--- config.mk ---
export PLATFORM = sky130hd
export DESIGN_NAME = sum_accumulator_flat
export DESIGN_NICKNAME = d
export VERILOG_FILES = /design/src/rtl/sum_accumulator_if.sv /design/src/rtl/sum_accumulator.sv /design/src/flat_wrapper.sv
export SDC_FILE = /design/constraint.sdc
export NUM_CORES = 1
export LEC_CHECK = 0
export ABC_AREA = 1
export CORE_ASPECT_RATIO = 0.9
export CORE_MARGIN = 1.5
export CORE_UTILIZATION = 50
export DETAILED_ROUTE_END_ITERATION = 7
export GPL_ROUTABILITY_DRIVEN = 0
export GPL_TIMING_DRIVEN = 0
export PLACE_DENSITY = 0.74
export SYNTH_ARGS = -nofsm -noshare
export SYNTH_HDL_FRONTEND = slang
export SYNTH_SLANG_ARGS = --single-unit
--- constraint.sdc ---
create_clock -name clk -period 5.4 [get_ports clk]
set_input_delay 1.08 -clock clk [delete_from_list [all_inputs] [get_ports clk]]
set_output_delay 1.08 -clock clk [all_outputs]
set_load 0.01 [all_outputs]
--- src/rtl/sum_accumulator_if.sv ---
// Handshake bundle between the adder-side producer, the sum accumulator and its consumer.
// master drives the sums and takes the results; slave is the accumulator itself.
interface sum_accumulator_if #(
  parameter int ACC_W = 12
);
  logic             in_valid;
  logic             in_ready;
  logic [6:0]       in_sum;
  logic             flush;
  logic             out_valid;
  logic             out_ready;
  logic [ACC_W-1:0] out_total;
  logic [7:0]       out_count;
  logic             out_overflow;

  modport master (
    output in_valid, in_sum, flush, out_ready,
    input  in_ready, out_valid, out_total, out_count, out_overflow
  );

  modport slave (
    input  in_valid, in_sum, flush, out_ready,
    output in_ready, out_valid, out_total, out_count, out_overflow
  );
endinterface

--- src/rtl/sum_accumulator.sv ---
// Accumulates blocks of COUNT adder sums (or fewer on flush) and holds the block
// total, count and wrap flag on a registered output until the consumer takes it.
module sum_accumulator #(
  parameter int ACC_W = 12,
  parameter int COUNT = 8
) (
  input logic              clk,
  input logic              rst_n,
  sum_accumulator_if.slave bus
);

  typedef enum logic {
    ACCUM = 1'b0,
    HOLD  = 1'b1
  } state_e;

  localparam logic [7:0] COUNT_M1 = 8'(COUNT - 1);

  state_e           state_q, state_d;
  logic [ACC_W-1:0] acc_q, acc_d;
  logic [7:0]       cnt_q, cnt_d;
  logic             ovf_q, ovf_d;
  logic             vld_q, vld_d;
  logic [ACC_W-1:0] total_q, total_d;
  logic [7:0]       count_q, count_d;
  logic             ovo_q, ovo_d;

  logic             accept;
  logic [ACC_W:0]   sum_w;
  logic [ACC_W-1:0] acc_post;
  logic [7:0]       cnt_post;
  logic             ovf_post;
  logic             close;

  assign accept = (state_q == ACCUM) && bus.in_valid;

  // One extra bit so the carry out of the accumulator marks a wrap.
  assign sum_w    = {1'b0, acc_q} + {{(ACC_W - 6){1'b0}}, bus.in_sum};
  assign acc_post = accept ? sum_w[ACC_W-1:0] : acc_q;
  assign ovf_post = ovf_q | (accept & sum_w[ACC_W]);
  assign cnt_post = cnt_q + {7'd0, accept};

  // A flush only closes a block that holds at least one sample after this cycle.
  assign close = (state_q == ACCUM) &&
                 ((accept && (cnt_q == COUNT_M1)) || (bus.flush && (cnt_post != 8'd0)));

  always_comb begin
    state_d = state_q;
    acc_d   = acc_q;
    cnt_d   = cnt_q;
    ovf_d   = ovf_q;
    vld_d   = vld_q;
    total_d = total_q;
    count_d = count_q;
    ovo_d   = ovo_q;
    case (state_q)
      ACCUM: begin
        if (close) begin
          total_d = acc_post;
          count_d = cnt_post;
          ovo_d   = ovf_post;
          vld_d   = 1'b1;
          acc_d   = '0;
          cnt_d   = 8'd0;
          ovf_d   = 1'b0;
          state_d = HOLD;
        end else begin
          acc_d = acc_post;
          cnt_d = cnt_post;
          ovf_d = ovf_post;
        end
      end
      HOLD: begin
        if (bus.out_ready) begin
          vld_d   = 1'b0;
          state_d = ACCUM;
        end
      end
      default: state_d = ACCUM;
    endcase
  end

  always_ff @(posedge clk) begin
    if (!rst_n) begin
      state_q <= ACCUM;
      acc_q   <= '0;
      cnt_q   <= 8'd0;
      ovf_q   <= 1'b0;
      vld_q   <= 1'b0;
      total_q <= '0;
      count_q <= 8'd0;
      ovo_q   <= 1'b0;
    end else begin
      state_q <= state_d;
      acc_q   <= acc_d;
      cnt_q   <= cnt_d;
      ovf_q   <= ovf_d;
      vld_q   <= vld_d;
      total_q <= total_d;
      count_q <= count_d;
      ovo_q   <= ovo_d;
    end
  end

  assign bus.in_ready     = (state_q == ACCUM);
  assign bus.out_valid    = vld_q;
  assign bus.out_total    = total_q;
  assign bus.out_count    = count_q;
  assign bus.out_overflow = ovo_q;

endmodule

--- src/flat_wrapper.sv ---
// flat-port wrapper written by rule: the top's interface ports become plain ports
module sum_accumulator_flat 
#(
  parameter int ACC_W = 12,
  parameter int COUNT = 8
)
  (clk, rst_n, bus_in_valid, bus_in_sum, bus_flush, bus_out_ready, bus_in_ready, bus_out_valid, bus_out_total, bus_out_count, bus_out_overflow);
  sum_accumulator_if #(.ACC_W(ACC_W)) bus_i ();
  input logic clk;
  input logic rst_n;
  input wire logic [$bits(bus_i.in_valid)-1:0] bus_in_valid;
  input wire logic [$bits(bus_i.in_sum)-1:0] bus_in_sum;
  input wire logic [$bits(bus_i.flush)-1:0] bus_flush;
  input wire logic [$bits(bus_i.out_ready)-1:0] bus_out_ready;
  output wire logic [$bits(bus_i.in_ready)-1:0] bus_in_ready;
  output wire logic [$bits(bus_i.out_valid)-1:0] bus_out_valid;
  output wire logic [$bits(bus_i.out_total)-1:0] bus_out_total;
  output wire logic [$bits(bus_i.out_count)-1:0] bus_out_count;
  output wire logic [$bits(bus_i.out_overflow)-1:0] bus_out_overflow;
  assign bus_i.in_valid = bus_in_valid;
  assign bus_i.in_sum = bus_in_sum;
  assign bus_i.flush = bus_flush;
  assign bus_i.out_ready = bus_out_ready;
  assign bus_in_ready = bus_i.in_ready;
  assign bus_out_valid = bus_i.out_valid;
  assign bus_out_total = bus_i.out_total;
  assign bus_out_count = bus_i.out_count;
  assign bus_out_overflow = bus_i.out_overflow;
  sum_accumulator #(.ACC_W(ACC_W), .COUNT(COUNT)) u_core (.clk(clk), .rst_n(rst_n), .bus(bus_i));
endmodule
==> out/qor.json <==
{
  "fillers": 424,
  "dp_worst_setup_slack_ns": 1.16,
  "drt-wirelength-per-cell_um": 13.0,
  "max_h_tree_level": 2,
  "synth_async_sr_flop_share": 0,
  "drc_violations_left": 0,
  "origin_of_the_critical_flop_to_flop_path": "u_core.state_q$_SDFF_PN0_",
  "number_of_nets_at_the_end_of_the_flow": 409,
  "synth-simple-area-share": 0.425,
  "leading_cell_types_in_the_layout_fill_and_taps_excluded": "nand2_1, dfxtp_1, nand3_1",
  "number_of_synthesized_register_bits": 44,
  "setup_fix_bufs_post_cts": 0,
  "min_period_ns": 4.03,
  "timing.critical_path.fanout_max": 10,
  "grt_pass1_vias": 2113,
  "netlist_area_mm2": 0.00240,
  "synth_edf_count": 0,
  "overall_fraction_of_global_route_tracks_in_use": 0.234,
  "dr_total_vias": 2393,
  "via_per_inst": 5.32,
  "final_design_area_no_fill_mm2": 0.00290,
  "yosysUniqueCellTypes": 29,
  "worst-endpoint-arrival_ns": 4.26,
  "area_delta_synth_final_pct": 20.8,
  "timing.rr.end": "u_core.acc_q[4]$_SDFFE_PN0N_",
  "path_class": "in2reg",
  "port-buffer-count": 33,
  "post_cts_hold_buffer_count": 0,
  "detail_route.first_pass.iterations": 4,
  "synth_top_family_by_area": "simple AND/OR/NAND/NOR gates",
  "yosysSeqAreaShare": 0.367,
  "reg2reg_setup_slack_ns": 2.18,
  "antenna-diode-count": 0,
  "hpwl_um": 4400,
  "power.static_leakage_uw": 0.00134,
  "synth_top_area_cell": "dfxtp_1",
  "power.density_mw_per_mm2": 290,
  "achievable-frequency_mhz": 248,
  "cts_tree": "yes",
  "xor_xnor_share_of_the_synthesized_area": 0.0110,
  "largest_net_degree_at_the_start_of_global_routing": 13,
  "final_clock_period_utilization_by_the_worst_path": 0.746,
  "post_synth_mux_area_share": 0,
  "floorplan.core_area_mm2": 0.00452,
  "gr-total-overflow": 0,
  "placedInstanceArea_mm2": 0.00281,
  "final_worst_path_setup_slack_ns": 1.37,
  "clkSinkCount": 44,
  "clock_latency_ns": 0.29,
  "floorplan.io_pins": 35,
  "finalSetupViolations": 0,
  "reg2reg_depth": 17,
  "die_w_um": 76.0,
  "tns_ns": 0,
  "syn_nets": 369,
  "peakVddDrop_mv": 0.187,
  "clockBufferDepth": 2,
  "postRouteAntennaNets": 0,
  "hold_path.class": "reg2reg",
  "worst_hold_path_startpoint": "u_core.bus.out_valid$_SDFFE_PN0P_",
  "cts_repair_resize_count": 0,
  "setup.worst_path.end_class": "flip-flop",
  "drt_iter0_markers": 163,
  "required_ns": 5.63,
  "finalMaxSlewViolations": 0,
  "fraction_of_layout_cells_with_a_size_suffix_above_1": 0.0670,
  "setup.worst_path.start_class": "primary input",
  "clkTransAtPathRegs_ns": 0.08,
  "floorplan.die_area_mm2": 0.00522,
  "yosysWarningCount": 0,
  "final_common_cell": "nand2_1",
  "hold-path-cell-count": 2,
  "std_cell_rows": 23,
  "post-synth-top-area-fraction": 0.367,
  "result_of_the_run": "finished, final reports clean",
  "post_synth_adder_cell_area": 0.0553,
  "cts_buffers": 5,
  "whs_endpoint": "u_core.bus.out_valid$_SDFFE_PN0P_",
  "finalHoldViolations": 0,
  "total_detailed_routing_wirelength_um": 5870,
  "synth_compound_gate_area_share": 0.0475,
  "clock_tree.root_cell": "clkbuf_8",
  "post_synth_inst_count": 347,
  "slew_at_the_pin_closest_to_its_max_slew_limit_ns": 0.590,
  "synth_area_per_cell_um2": 6.91,
  "worst_clock_skew_ns": 0.00322,
  "number_of_antenna_violations_at_the_first_check_in_global_routing": 0,
  "synthTopCellsByArea": "dfxtp_1, nand2_1, nand4_1, nand3_1, inv_1",
  "grt_pass1_wl_um": 9650,
  "finalHoldWorstSlack_ns": 0.462,
  "totalPowerFinal_uw": 839,
  "ff_latch_area_um2": 881,
  "dominantRegCellSynth": "dfxtp_1",
  "multiInputGateArea_mm2": 0.00129,
  "chipHeight_um": 68.7,
  "max-slew-margin-rel": 0.607,
  "max_cap_violations": 0,
  "initial_core_util": 0.531,
  "setup_repair_after_global_routing_missed_its_margin": "no"
}
==> sequential cells by signal, indices dropped and copies added (netlist names) <==
register and count:
u_core.acc_q 12, u_core.bus.out_count 8, u_core.bus.out_overflow 1, u_core.bus.out_total 12, u_core.bus.out_valid 1, u_core.cnt_q 8, u_core.ovf_q 1, u_core.state_q 1
==> where the power goes <==
part / switching [uW] / internal [uW] / leakage (uW)
registers: 15.1 / 347 / 0.000356
clock network: 105 / 104 / 0.0000455
logic: 168 / 99.8 / 0.000936
total: 287 / 552 / 0.00134
==> routing by layer <==
metal	GRT usage	up-vias	wire, um
li1	-	1230	-
met1	0.321	1099	3000
met2	0.380	57	2530
met3	0.0487	7	272
met4	0.0648	0	55
met5	0	-	0
==> layout make-up <==
class	instances	share of cell area
multi-input combinational	251	0.446
sequential	44	0.304
timing repair buffer	33	0.114
inverter	33	0.0428
buffer	19	0.0346
clock buffer	8	0.0311
tap	62	0.0268
==> synth_stat cells, types with 2 or more instances <==
master    number
a21boi_0       2
buf_1          5
nand2_4        2
nand2_2        2
a21oi_1       12
nand3_1       36
dfxtp_1       44
nand4_1       32
o21ai_0        6
nor2_2         3
clkbuf_1       8
nand3b_1       4
nand2_1      112
nor2_1        20
inv_2          2
xnor2_1        3
buf_6          3
buf_2          2
ha_1           9
inv_1         31
==> worst max path at each step <==
| stage | cells after the start | startpoint | to | slack [ns] |
|---|---|---|---|---|
| finish | 17 | bus_in_valid | u_core.acc_q[4]$_SDFFE_PN0N_ | 1.37 |
| global route | 17 | bus_in_valid | u_core.acc_q[0]$_SDFFE_PN0N_ | 1.16 |
| global placement | 16 | bus_in_valid | u_core.bus.out_count[1]$_SDFFE_PN0P_ | 1.18 |
| detailed placement | 16 | bus_in_valid | u_core.bus.out_total[3]$_SDFFE_PN0P_ | 1.16 |
| CTS | 16 | bus_in_valid | u_core.bus.out_total[3]$_SDFFE_PN0P_ | 1.42 |
| floorplan | 15 | bus_in_valid | u_core.bus.out_count[0]$_SDFFE_PN0P_ | 2.19 |
==> per-stage QoR <==
| step | util | instances |
|---|---|---|
| floorplan | - | 347 |
| global placement | 0.621 | 442 |
| detailed placement | 0.621 | 442 |
| CTS | 0.641 | 450 |
| global route | 0.641 | 450 |
| finish | 0.641 | 450 |
==> worst max-delay path: stages <==
cell             delay [ns]
clkdlybuf4s50_1        0.47
nand2_1                0.18
inv_1                  0.13
clkbuf_1               0.43
ha_1                   0.33
ha_1                   0.28
or2_2                  0.28
nor2_1                 0.14
nand3_1                0.10
nor2_1                 0.09
nand2_1                0.09
nand2_4                0.13
nand2_4                0.10
nand2_8                0.11
buf_6                  0.15
nand2_1                0.07
nor2_2                 0.08
==> cell families after synthesis <==
family                   after synthesis
XOR/XNOR                               3
adder cells (fa/ha/maj)               10
buffers and inverters                 52
AO/OA/AOI/OAI                         21
AND/OR/NAND/NOR                      217
flip-flops                            44
(Power assumes the default switching activity.)
